<file path="config.mk">
export PLATFORM = sky130hd
export DESIGN_NAME = mem_bus_arbiter_flat
export DESIGN_NICKNAME = d
export VERILOG_FILES = /design/src/rtl/mem_bus_arbiter_if.sv /design/src/rtl/mem_bus_arbiter.sv /design/src/flat_wrapper.sv
export SDC_FILE = /design/constraint.sdc
export NUM_CORES = 1
export LEC_CHECK = 0
export BUFFER_PORTS_ARGS = -buffer_cell sky130_fd_sc_hd__clkbuf_2
export CAP_MARGIN = 20
export CELL_PAD_IN_SITES_DETAIL_PLACEMENT = 1
export CELL_PAD_IN_SITES_GLOBAL_PLACEMENT = 2
export CORE_MARGIN = 2
export CORE_UTILIZATION = 26
export DETAILED_ROUTE_END_ITERATION = 8
export PLACE_DENSITY = 0.8
export SLEW_MARGIN = 20
export SYNTH_ARGS = -nofsm -noshare
export SYNTH_HDL_FRONTEND = slang
export SYNTH_SLANG_ARGS = --single-unit
</file>
<file path="constraint.sdc">
create_clock -name clk -period 2.4 [get_ports clk]
set_input_delay 0.48 -clock clk [delete_from_list [all_inputs] [get_ports clk]]
set_output_delay 0.48 -clock clk [all_outputs]
set_load 0.01 [all_outputs]
</file>
<file path="src/rtl/mem_bus_arbiter_if.sv">
// -----------------------------------------------------------------------------
// mem_bus_arbiter_if
//
// Request/response handshake between one bus master and the memory bus
// arbiter. One instance per master port.
//
// Signals:
//   req    master -> arbiter  request, held high until ack
//   we     master -> arbiter  1 = write, 0 = read
//   addr   master -> arbiter  byte address
//   wdata  master -> arbiter  write data
//   rdata  arbiter -> master  registered read data, held until the next read
//   ack    arbiter -> master  one-cycle completion pulse
//
// Modports:
//   master  the requesting side (CPU port, loader/DMA port)
//   slave   the arbiter side
// -----------------------------------------------------------------------------
interface mem_bus_arbiter_if #(
    parameter int ADDR_W = 16,
    parameter int DATA_W = 8
);
    logic              req;
    logic              we;
    logic [ADDR_W-1:0] addr;
    logic [DATA_W-1:0] wdata;
    logic [DATA_W-1:0] rdata;
    logic              ack;

    modport master (
        output req, we, addr, wdata,
        input  rdata, ack
    );

    modport slave (
        input  req, we, addr, wdata,
        output rdata, ack
    );
endinterface

</file>
<file path="src/rtl/mem_bus_arbiter.sv">
// -----------------------------------------------------------------------------
// mem_bus_arbiter
//
// Two-master arbiter and access sequencer for the shared byte-wide memory bus.
// Master 0 is the CPU memory port, master 1 the external loader/DMA port.
// Each granted transaction holds one memory strobe for WAIT_STATES+1 cycles,
// then returns a one-cycle ack (and, for reads, registered data) to the winner.
//
// Parameters:
//   WAIT_STATES  extra strobe cycles beyond the first (0..15)
//   ADDR_W       address width
//   DATA_W       data width
//
// Ports:
//   clk        system clock, rising edge
//   rst        synchronous reset, active low
//   m0         master 0 handshake (mem_bus_arbiter_if.slave)
//   m1         master 1 handshake (mem_bus_arbiter_if.slave)
//   mem_addr   registered memory address, stable for the whole access
//   mem_wdata  registered memory write data
//   mem_rdata  memory read data, captured on the last strobe cycle of a read
//   mem_out    memory read strobe
//   mem_in     memory write strobe
//   owner      current bus owner: 00 none, 01 master 0, 10 master 1
//
// Build option:
//   MEM_BUS_ARB_ROUND_ROBIN_EN  when defined, simultaneous requests are granted
//                               to the master opposite the previous grant;
//                               otherwise master 0 always wins contention.
// -----------------------------------------------------------------------------
module mem_bus_arbiter #(
    parameter int WAIT_STATES = 1,
    parameter int ADDR_W      = 16,
    parameter int DATA_W      = 8
) (
    input  logic               clk,
    input  logic               rst,
    mem_bus_arbiter_if.slave   m0,
    mem_bus_arbiter_if.slave   m1,
    output logic [ADDR_W-1:0]  mem_addr,
    output logic [DATA_W-1:0]  mem_wdata,
    input  logic [DATA_W-1:0]  mem_rdata,
    output logic               mem_out,
    output logic               mem_in,
    output logic [1:0]         owner
);

    localparam logic [1:0] ST_IDLE   = 2'd0;
    localparam logic [1:0] ST_ACCESS = 2'd1;
    localparam logic [1:0] ST_DONE   = 2'd2;

    localparam logic [1:0] OWNER_NONE = 2'b00;
    localparam logic [1:0] OWNER_M0   = 2'b01;
    localparam logic [1:0] OWNER_M1   = 2'b10;

    localparam logic [3:0] WAIT_INIT = 4'(WAIT_STATES);

`ifdef MEM_BUS_ARB_ROUND_ROBIN_EN
    localparam logic ROUND_ROBIN = 1'b1;
`else
    localparam logic ROUND_ROBIN = 1'b0;
`endif

    logic [1:0]        state;
    logic [3:0]        wait_cnt;
    logic              we_q;
    logic              last_grant;   // 1 = master 1 was granted last

    logic              grant_m1;
    logic              sel_we;
    logic [ADDR_W-1:0] sel_addr;
    logic [DATA_W-1:0] sel_wdata;

    // Winner selection, only consumed in IDLE. On contention the fixed-priority
    // build hands the bus to master 0; round robin picks the master opposite
    // last_grant, which resets to master 1 so master 0 wins first.
    // NOTE: every always_comb output gets a default first so no path leaves it
    // unassigned, which would otherwise infer a latch.
    always_comb begin
        grant_m1 = 1'b0;
        if (m0.req && m1.req) begin
            grant_m1 = ROUND_ROBIN & ~last_grant;
        end else if (m1.req) begin
            grant_m1 = 1'b1;
        end
    end

    assign sel_we    = grant_m1 ? m1.we    : m0.we;
    assign sel_addr  = grant_m1 ? m1.addr  : m0.addr;
    assign sel_wdata = grant_m1 ? m1.wdata : m0.wdata;

    // NOTE: state registers use non-blocking assignments so every flop samples
    // the pre-edge values, independent of statement order.
    always_ff @(posedge clk) begin
        if (!rst) begin
            state      <= ST_IDLE;
            wait_cnt   <= '0;
            we_q       <= 1'b0;
            last_grant <= 1'b1;
            owner      <= OWNER_NONE;
            mem_addr   <= '0;
            mem_wdata  <= '0;
            mem_out    <= 1'b0;
            mem_in     <= 1'b0;
            m0.ack     <= 1'b0;
            m1.ack     <= 1'b0;
            m0.rdata   <= '0;
            m1.rdata   <= '0;
        end else begin
            // Acks are single-cycle pulses; only the ACCESS->DONE edge raises one.
            m0.ack <= 1'b0;
            m1.ack <= 1'b0;

            case (state)
                ST_IDLE: begin
                    if (m0.req || m1.req) begin
                        state      <= ST_ACCESS;
                        wait_cnt   <= WAIT_INIT;
                        last_grant <= grant_m1;
                        owner      <= grant_m1 ? OWNER_M1 : OWNER_M0;
                        we_q       <= sel_we;
                        mem_addr   <= sel_addr;
                        mem_wdata  <= sel_wdata;
                        // Strobes come up together with the address so the
                        // memory sees a registered, glitch-free access.
                        mem_out    <= ~sel_we;
                        mem_in     <= sel_we;
                    end
                end

                ST_ACCESS: begin
                    if (wait_cnt == 4'd0) begin
                        state   <= ST_DONE;
                        mem_out <= 1'b0;
                        mem_in  <= 1'b0;
                        if (owner == OWNER_M1) begin
                            m1.ack <= 1'b1;
                            if (!we_q) begin
                                m1.rdata <= mem_rdata;
                            end
                        end else begin
                            m0.ack <= 1'b1;
                            if (!we_q) begin
                                m0.rdata <= mem_rdata;
                            end
                        end
                    end else begin
                        wait_cnt <= wait_cnt - 4'd1;
                    end
                end

                ST_DONE: begin
                    // Requests are ignored here: the winner is still dropping
                    // its req after seeing ack.
                    state <= ST_IDLE;
                    owner <= OWNER_NONE;
                end

                default: begin
                    state   <= ST_IDLE;
                    owner   <= OWNER_NONE;
                    mem_out <= 1'b0;
                    mem_in  <= 1'b0;
                end
            endcase
        end
    end

endmodule

</file>
<file path="src/flat_wrapper.sv">
// flat-port wrapper written by rule: the top's interface ports become plain ports
module mem_bus_arbiter_flat 
#(
    parameter int WAIT_STATES = 1,
    parameter int ADDR_W      = 16,
    parameter int DATA_W      = 8
)
  (clk, rst, mem_addr, mem_wdata, mem_rdata, mem_out, mem_in, owner, m0_req, m0_we, m0_addr, m0_wdata, m0_rdata, m0_ack, m1_req, m1_we, m1_addr, m1_wdata, m1_rdata, m1_ack);
  mem_bus_arbiter_if #(.ADDR_W(ADDR_W), .DATA_W(DATA_W)) m0_i ();
  mem_bus_arbiter_if #(.ADDR_W(ADDR_W), .DATA_W(DATA_W)) m1_i ();
  input  logic clk;
  input  logic rst;
  output logic [ADDR_W-1:0] mem_addr;
  output logic [DATA_W-1:0] mem_wdata;
  input  logic [DATA_W-1:0] mem_rdata;
  output logic mem_out;
  output logic mem_in;
  output logic [1:0] owner;
  input wire logic [$bits(m0_i.req)-1:0] m0_req;
  input wire logic [$bits(m0_i.we)-1:0] m0_we;
  input wire logic [$bits(m0_i.addr)-1:0] m0_addr;
  input wire logic [$bits(m0_i.wdata)-1:0] m0_wdata;
  output wire logic [$bits(m0_i.rdata)-1:0] m0_rdata;
  output wire logic [$bits(m0_i.ack)-1:0] m0_ack;
  input wire logic [$bits(m1_i.req)-1:0] m1_req;
  input wire logic [$bits(m1_i.we)-1:0] m1_we;
  input wire logic [$bits(m1_i.addr)-1:0] m1_addr;
  input wire logic [$bits(m1_i.wdata)-1:0] m1_wdata;
  output wire logic [$bits(m1_i.rdata)-1:0] m1_rdata;
  output wire logic [$bits(m1_i.ack)-1:0] m1_ack;
  assign m0_i.req = m0_req;
  assign m0_i.we = m0_we;
  assign m0_i.addr = m0_addr;
  assign m0_i.wdata = m0_wdata;
  assign m0_rdata = m0_i.rdata;
  assign m0_ack = m0_i.ack;
  assign m1_i.req = m1_req;
  assign m1_i.we = m1_we;
  assign m1_i.addr = m1_addr;
  assign m1_i.wdata = m1_wdata;
  assign m1_rdata = m1_i.rdata;
  assign m1_ack = m1_i.ack;
  mem_bus_arbiter #(.WAIT_STATES(WAIT_STATES), .ADDR_W(ADDR_W), .DATA_W(DATA_W)) u_core (.clk(clk), .rst(rst), .m0(m0_i), .m1(m1_i), .mem_addr(mem_addr), .mem_wdata(mem_wdata), .mem_rdata(mem_rdata), .mem_out(mem_out), .mem_in(mem_in), .owner(owner));
endmodule
</file>
# Word level (Yosys, flattened, before mapping)
# Cells that the tools add are included.
# classes
n_addsub	1
eq_ne	6
n_mux	21
bitwise_logic	5
reduce_logical	13
# op_table
cell	n
$mux 16	1
$reduce_and 3->1	3
$mux 1	8
$mux 2	4
$mux 4	2
$mux 8	1
$pmux 2 s2	2
$pmux 4 s2	1
$reduce_and 4->1	2
$pmux 1 s3	2
$reduce_and 2->1	3
$not 1->1	5
$eq 2x2->1 const B	2
$logic_not 4->1	1
$ne 2x1->1 const B	2
$sub 4x1->4 const B	1
$eq 2x1->1 const B	1
$logic_not 2->1	1
$ne 2x2->1 const B	1
$reduce_bool 2->1	1
$logic_and 1x1->1	1
$logic_or 1x1->1	1
# word_totals
reg_bits	53
inputBits	62
word_cells	58

# Logic depth before layout (Yosys ltp)
# Gate-level depths: netlist (run 1).
# depth
ltp_word	6
ltp_mapped	6
ltp_nobuf	5

# Worst setup path after synthesis (run 1)
# OpenSTA, ideal clock, no wires.
# synth_timing
path_type	register to register
start	register u_core.wait_cnt[0]
end	register u_core.m0.rdata[0]
setup_time_ps	72
t_arrival_ps	1737
required_ps	2328
slack_ps	591
path_stages_with_launch	7
synth_period_minus_slack_ps	1809
path_cell_list	dfxtp_1 inv_1 ha_1 or3b_1 buf_6 nor4_4 mux2i_1
# synth_via
elab_chain_len	2
# synth_rtl
item	line_no	text
from (decl)	mem_bus_arbiter.sv:65	logic [3:0] wait_cnt;
from (signal assigned)	mem_bus_arbiter.sv:148	wait_cnt <= wait_cnt - 4'd1;
$logic_not 4->1	mem_bus_arbiter.sv:132	if (wait_cnt == 4'd0) begin
$reduce_and 4->1 (no source line)	--	
to (decl)	mem_bus_arbiter_if.sv:37	output rdata, ack
# No other way between the ends.
# A chain may end at the register's enable or synchronous reset.

# Worst setup path after layout (run 1)
# layout_timing
start	register u_core.wait_cnt[0]
end	register u_core.m1.rdata[1]
# layout_via
elab_chain_len	2
# layout_rtl
item	line_no
$logic_not 4->1	mem_bus_arbiter.sv:132
$reduce_and 4->1 (no source line)	--
to (decl)	mem_bus_arbiter_if.sv:37
# No other way between the ends.

==> flow_metrics.tcl, run 1 <==
set metrics [dict create \
    setup_tns_ns 0 \
    hold_class "primary input to flop" \
    fin_util_pct 35.4 \
    gp_congestion 0.751 \
    io_buffer_count 107 \
    synth_edf_count 0 \
    die_y_um 102 \
    drive_above_1_share_pct 33.0 \
    num_antenna_cells 0 \
    power_density_nw_per_um2 661 \
    routedWlPerCell_um 14.5 \
    syn_avg_cell_area_um2 8.39 \
    setup_viol 0 \
    yosys-mux-area-fraction_pct 6.38 \
    slew_headroom_pct 60.5 \
    ys_seq_elements 53 \
    antenna_found_initial 0 \
    htreeDepth 2 \
    slew_viol_final 0 \
    worstSetupPathType "flop to flop" \
    vdd_drop_max_uv 249 \
    clkLatencyLatePin_ns 0.31 \
    area_growth_pct 30.8 \
    p_total_uw 2170 \
    cts.reportedPaths.clkPinSlew_ns 0.10 \
    grt_pass1_vias 2543 \
    fin_worst_skew_ns 0.00974 \
    cts_root_buffer "clkbuf_8" \
    hpwl_um 5710 \
    drt-total-wl_um 7620 \
    path_delay_family "simple AND/OR/NAND/NOR gates" \
    required_ns 2.64 \
    fillerInstances 1186 \
    syn_nets 363 \
    synth_fa_ha_area_share_pct 0.998 \
    layout.nets 460 \
    yosys_warnings 0 \
    async_flop_share_pct 0 \
    ys_top_cells_by_area "dfxtp_1 42%, nand2_1 7.3%, a21o_1 7.2%" \
    std_cell_rows 35 \
    finalHoldViolations 0 \
    synth-xor-area-share_pct 0 \
    dr.pass1.iters 4 \
    p_leak_uw 0.00145 \
    ys_seq_area_share_pct 42.3 \
    numCtsBuffers 5 \
    boundaryPins 108 \
    synth-compound-area-share_pct 22.1 \
    layout_common_cells "107 x clkbuf_2, 53 x dfxtp_1, 49 x nand2_1" \
    max_freq_mhz 531 \
    cts_buffer_depth 2 \
    cts_hold_buf 0 \
    fp.dieArea_um2 10500 \
    period_minus_slack_ns 1.88 \
    vias_per_cell 4.73 \
    globalRouteOverflowTotal 0 \
    yosys.area_share.simple_pct 23.2 \
    yosys.area.top_type_share_pct 42.3 \
    synth_top_flop_cell "dfxtp_1" \
    drt_iter0_markers 72 \
    cp-end-kind "flop" \
    synth_top_family_by_area "simple AND/OR/NAND/NOR gates" \
    tritoncts "done" \
    layout_commonest_cell "clkbuf_2" \
    period_share_pct 78.4 \
    path_buf_inv 2 \
    critPathLaunchType "flop" \
    core_area_um2 9280 \
    seq_area_um2 1060 \
    cap_violations 0 \
    die_w_um 102 \
    synth_top_area_cell "dfxtp_1" \
    cp_slowest_cell "or3b_1" \
    synth_cell_type_count 37 \
    r2r_slack_ns 0.52 \
    crit_chain "inv_1 -> ha_1 -> or3b_1 -> nor4_4 -> buf_4 -> mux2i_1" \
    remaining_drc_errors 0 \
    cts_resized 0 \
    grt.total_usage_pct 14.7 \
    crit_arrival_ns 2.12 \
    status "finished clean" \
    multi_input_area_um2 1330 \
    syn_area_um2 2510 \
    grt_max_degree 49 \
    tightest_slew_ns 0.578 \
    postSynthCellCount 299 \
    rsz0062_at_grt "false" \
    cts_num_sinks 53 \
    via_count 2487 \
    slowest_delay_ns 0.51 \
    whs_ns 0.426 \
    grt_pass1_wl_um 12200 \
    worst-path-max-fanout 8 \
    post_cts_buffers 0 \
    start_util_pct 27.0 \
    ant_nets 0 \
]
## logic make-up (layout without fill, tap and decap cells)
group           after synthesis  after routing
fa+ha+maj                     2              2
simple gates                105            105
mux                          16             16
flops                        53             53
buf+inv                      31            129
compound gates               92             92
## stage by stage
stage	setup slack (ns)	cells	area, µm²
after floorplan	0.591	299	2510
after global placement	0.641	518	3170
after detailed placement	0.546	518	3170
after CTS	0.504	526	3280
after global routing	0.358	526	3280
final	0.518	526	3280
## per-layer routing
| layer | global-route usage, % | up-vias | share of wire [%] |
|---|---|---|---|
| met1 | 18.1 | 1203 | 44 |
| met4 | 4.82 | 0 | 1.7 |
| li1 | - | 1226 | - |
| met2 | 26.0 | 47 | 51 |
| met3 | 2.60 | 11 | 3.6 |
| met5 | 0 | - | 0 |
## Yosys cell counts, types with 2 or more instances
cell      number
dfxtp_1       53
nand2_1       49
a21oi_1       30
a21o_1        24
nand3b_1      24
o21ai_0       24
clkbuf_1      23
mux2i_1       16
nor2_1         7
inv_1          5
nand2b_1       5
a31oi_1        3
nor2b_1        3
buf_1          2
ha_1           2
nand3_1        2
nor3_1         2
nor4_4         2
o21a_1         2
o31a_1         2
or2_2          2
or3_1          2
## worst min-delay path: cells and delay by family
| family | cells | cell delay (ns) |
|---|---|---|
| and+or+nand+nor | 1 | 0.07 |
| muxes | 1 | 0.06 |
| buffers and inverters | 1 | 0.08 |
## state kept, by name, indices dropped and copies added, names as in the netlist
signal / count
u_core.we_q: 1
u_core.mem_addr: 16
u_core.mem_in: 1
u_core.owner: 2
u_core.m1.ack: 1
u_core.m0.rdata: 8
u_core.state: 2
u_core.m0.ack: 1
u_core.wait_cnt: 4
u_core.mem_wdata: 8
u_core.m1.rdata: 8
u_core.mem_out: 1
## power breakdown
group | switching, µW | internal [µW] | leakage, µW | total (µW)
clock network | 302 | 314 | 0.0000554 | 616
logic | 308 | 227 | 0.000964 | 535
registers | 56.9 | 960 | 0.000434 | 1020
total | 667 | 1500 | 0.00145 | 2170
## cell type report
class / count / share of cell area [%]
Clock buffer: 6 / 2.21
Sequential cell: 53 / 32.3
Timing Repair Buffer: 116 / 18.4
Tap cell: 129 / 4.92
Multi-Input combinational cell: 215 / 40.4
Inverter: 5 / 0.572
Clock inverter: 2 / 1.18
## final timing paths
path                        endpoint  cells after the start               start
setup / recovery  u_core.m1.rdata[1]                      6  u_core.wait_cnt[0]
hold / removal    u_core.m1.rdata[4]                      3        mem_rdata[4]
setup reg to reg  u_core.m1.rdata[1]                      6  u_core.wait_cnt[0]
hold reg to reg   u_core.m0.rdata[1]                      2  u_core.m0.rdata[1]
(Power assumes the default switching activity.)
==> run 2: changes to the inputs <==
clock period = 1.8 ns   (was 2.4 ns; I/O delays follow)
==> run 2 against run 1 <==
Total power rose by 32%. Cell count rose by 1.7%. Non-clock buffer count rose by 9. Fmax rose by 15%. Die area did not move. Via count fell by 0.60%. Combinational power rose by 44%.
==> flow_metrics.tcl, run 2 (same netlist as run 1, synthesis figures left out) <==
set metrics [dict create \
    drt-total-wl_um 7370 \
    finalHoldViolations 0 \
    status "finished clean" \
    die_w_um 102 \
    drt_iter0_markers 43 \
    htreeDepth 2 \
    dp_slack_ns 0.0131 \
    drive_above_1_share_pct 36.2 \
    clkLatencyLatePin_ns 0.30 \
    period_minus_slack_ns 1.64 \
    startpoint "u_core.wait_cnt[0]" \
    grt_max_degree 49 \
    cts_root_buffer "clkbuf_8" \
    fp.dieArea_um2 10500 \
    place_area_um2 3260 \
    worstReg2RegEnd "u_core.m1.ack" \
    setup_viol 0 \
    layout_common_cells "107 x clkbuf_2, 51 x dfxtp_1, 49 x nand2_1" \
    r2r_slack_ns 0.16 \
    gp_congestion 0.739 \
    max_freq_mhz 610 \
    largest_reg_flops 16 \
    seq_area_um2 1060 \
    largest_register "u_core.mem_addr" \
    r2r_cells 5 \
    worstSetupPathType "flop to flop" \
    dr.pass1.iters 4 \
    remaining_drc_errors 0 \
    hpwl_um 5600 \
    tightest_slew_ns 0.407 \
    tritoncts "done" \
    antenna_found_initial 0 \
    p_leak_uw 0.00150 \
    slew_headroom_pct 72.9 \
    period_share_pct 91.1 \
    fillerInstances 1186 \
    final_area_um2 3360 \
    rsz0062_at_grt "false" \
    grt_pass1_wl_um 11900 \
    hold_class "primary input to flop" \
    cts_num_sinks 53 \
    crit_arrival_ns 1.89 \
    grt.total_usage_pct 14.4 \
    cap_violations 0 \
    layout_commonest_cell "clkbuf_2" \
    start_util_pct 27.0 \
    cts_buffer_depth 2 \
    critPathLaunchType "flop" \
    numCtsBuffers 5 \
    p_total_uw 2860 \
    multi_input_area_um2 1330 \
    cts_hold_buf 0 \
    globalRouteOverflowTotal 0 \
    vias_per_cell 4.62 \
    fin_ws_ns 0.160 \
    core_area_um2 9280 \
    slew_viol_final 0 \
    ant_nets 0 \
    vdd_drop_max_uv 396 \
    boundaryPins 108 \
    power_density_nw_per_um2 852 \
    setup_tns_ns 0 \
    routedWlPerCell_um 13.8 \
    grt_pass1_vias 2433 \
    cp-end-kind "flop" \
    io_buffer_count 107 \
    via_count 2472 \
    r2r_start "u_core.wait_cnt[0]" \
    fin_worst_skew_ns 0.00512 \
    required_ns 2.04 \
    area_growth_pct 33.9 \
    std_cell_rows 35 \
    layout.nets 469 \
    crit_path_end "u_core.m1.ack" \
    cts.reportedPaths.clkPinSlew_ns 0.09 \
    num_antenna_cells 0 \
    worst-path-max-fanout 5 \
    die_y_um 102 \
]
-- run 2: repair_timing --
action | in CTS | in global routing
setup endpoints to repair | 2 | 2
pin swaps | 0 | 2
resized for setup | 1 | 0
buffers inserted | 0 | 0
-- run 2: area by class of cell --
cell class | count | area share, %
clock buffers | 7 | 2.87
well taps | 129 | 4.80
multi-input cells | 215 | 39.6
flip-flops and latches | 53 | 31.7
repair buffers | 125 | 20.3
clock inverters | 1 | 0.149
inverters | 5 | 0.559
-- run 2: through the flow --
stage | utilization, % | hold slack, ns | cells
finish | 36.2 | 0.300 | 535
global route | 36.2 | 0.291 | 535
CTS | 36.2 | 0.292 | 535
detailed placement | 35.1 | 0.456 | 527
global placement | 35.1 | 0.446 | 527
floorplan | - | 0.468 | 299
-- run 2: routing by layer --
metal	vias up	GRT usage, %	wire (µm)
met4	0	3.69	74
li1	1245	-	-
met3	6	2.39	205
met5	-	0	0
met2	45	25.1	3750
met1	1176	18.6	3340
-- run 2: power by group --
part,internal (µW),switching [µW]
clock,349,387
combinational,352,417
sequential,1280,77.8
-- run 2: worst min-delay path by stage --
stage                     cells after the start          startpoint  slack [ns]            endpoint
final                                         3        mem_rdata[7]        0.30  u_core.m0.rdata[7]
after global routing                          3        mem_rdata[7]        0.29  u_core.m0.rdata[7]
after detailed placement                      2  u_core.m1.rdata[2]        0.46  u_core.m1.rdata[2]
after CTS                                     3        mem_rdata[7]        0.29  u_core.m0.rdata[7]
after floorplan                               2  u_core.wait_cnt[1]        0.47  u_core.wait_cnt[1]
after global placement                        2  u_core.m1.rdata[7]        0.45  u_core.m1.rdata[7]
-- run 2: worst max-delay path, cell delays in order (launching register included) --
cell and delay (ns):
dfxtp_2 0.35, inv_2 0.06, ha_2 0.16, or3b_4 0.43, or3_2 0.50, nor2_1 0.09
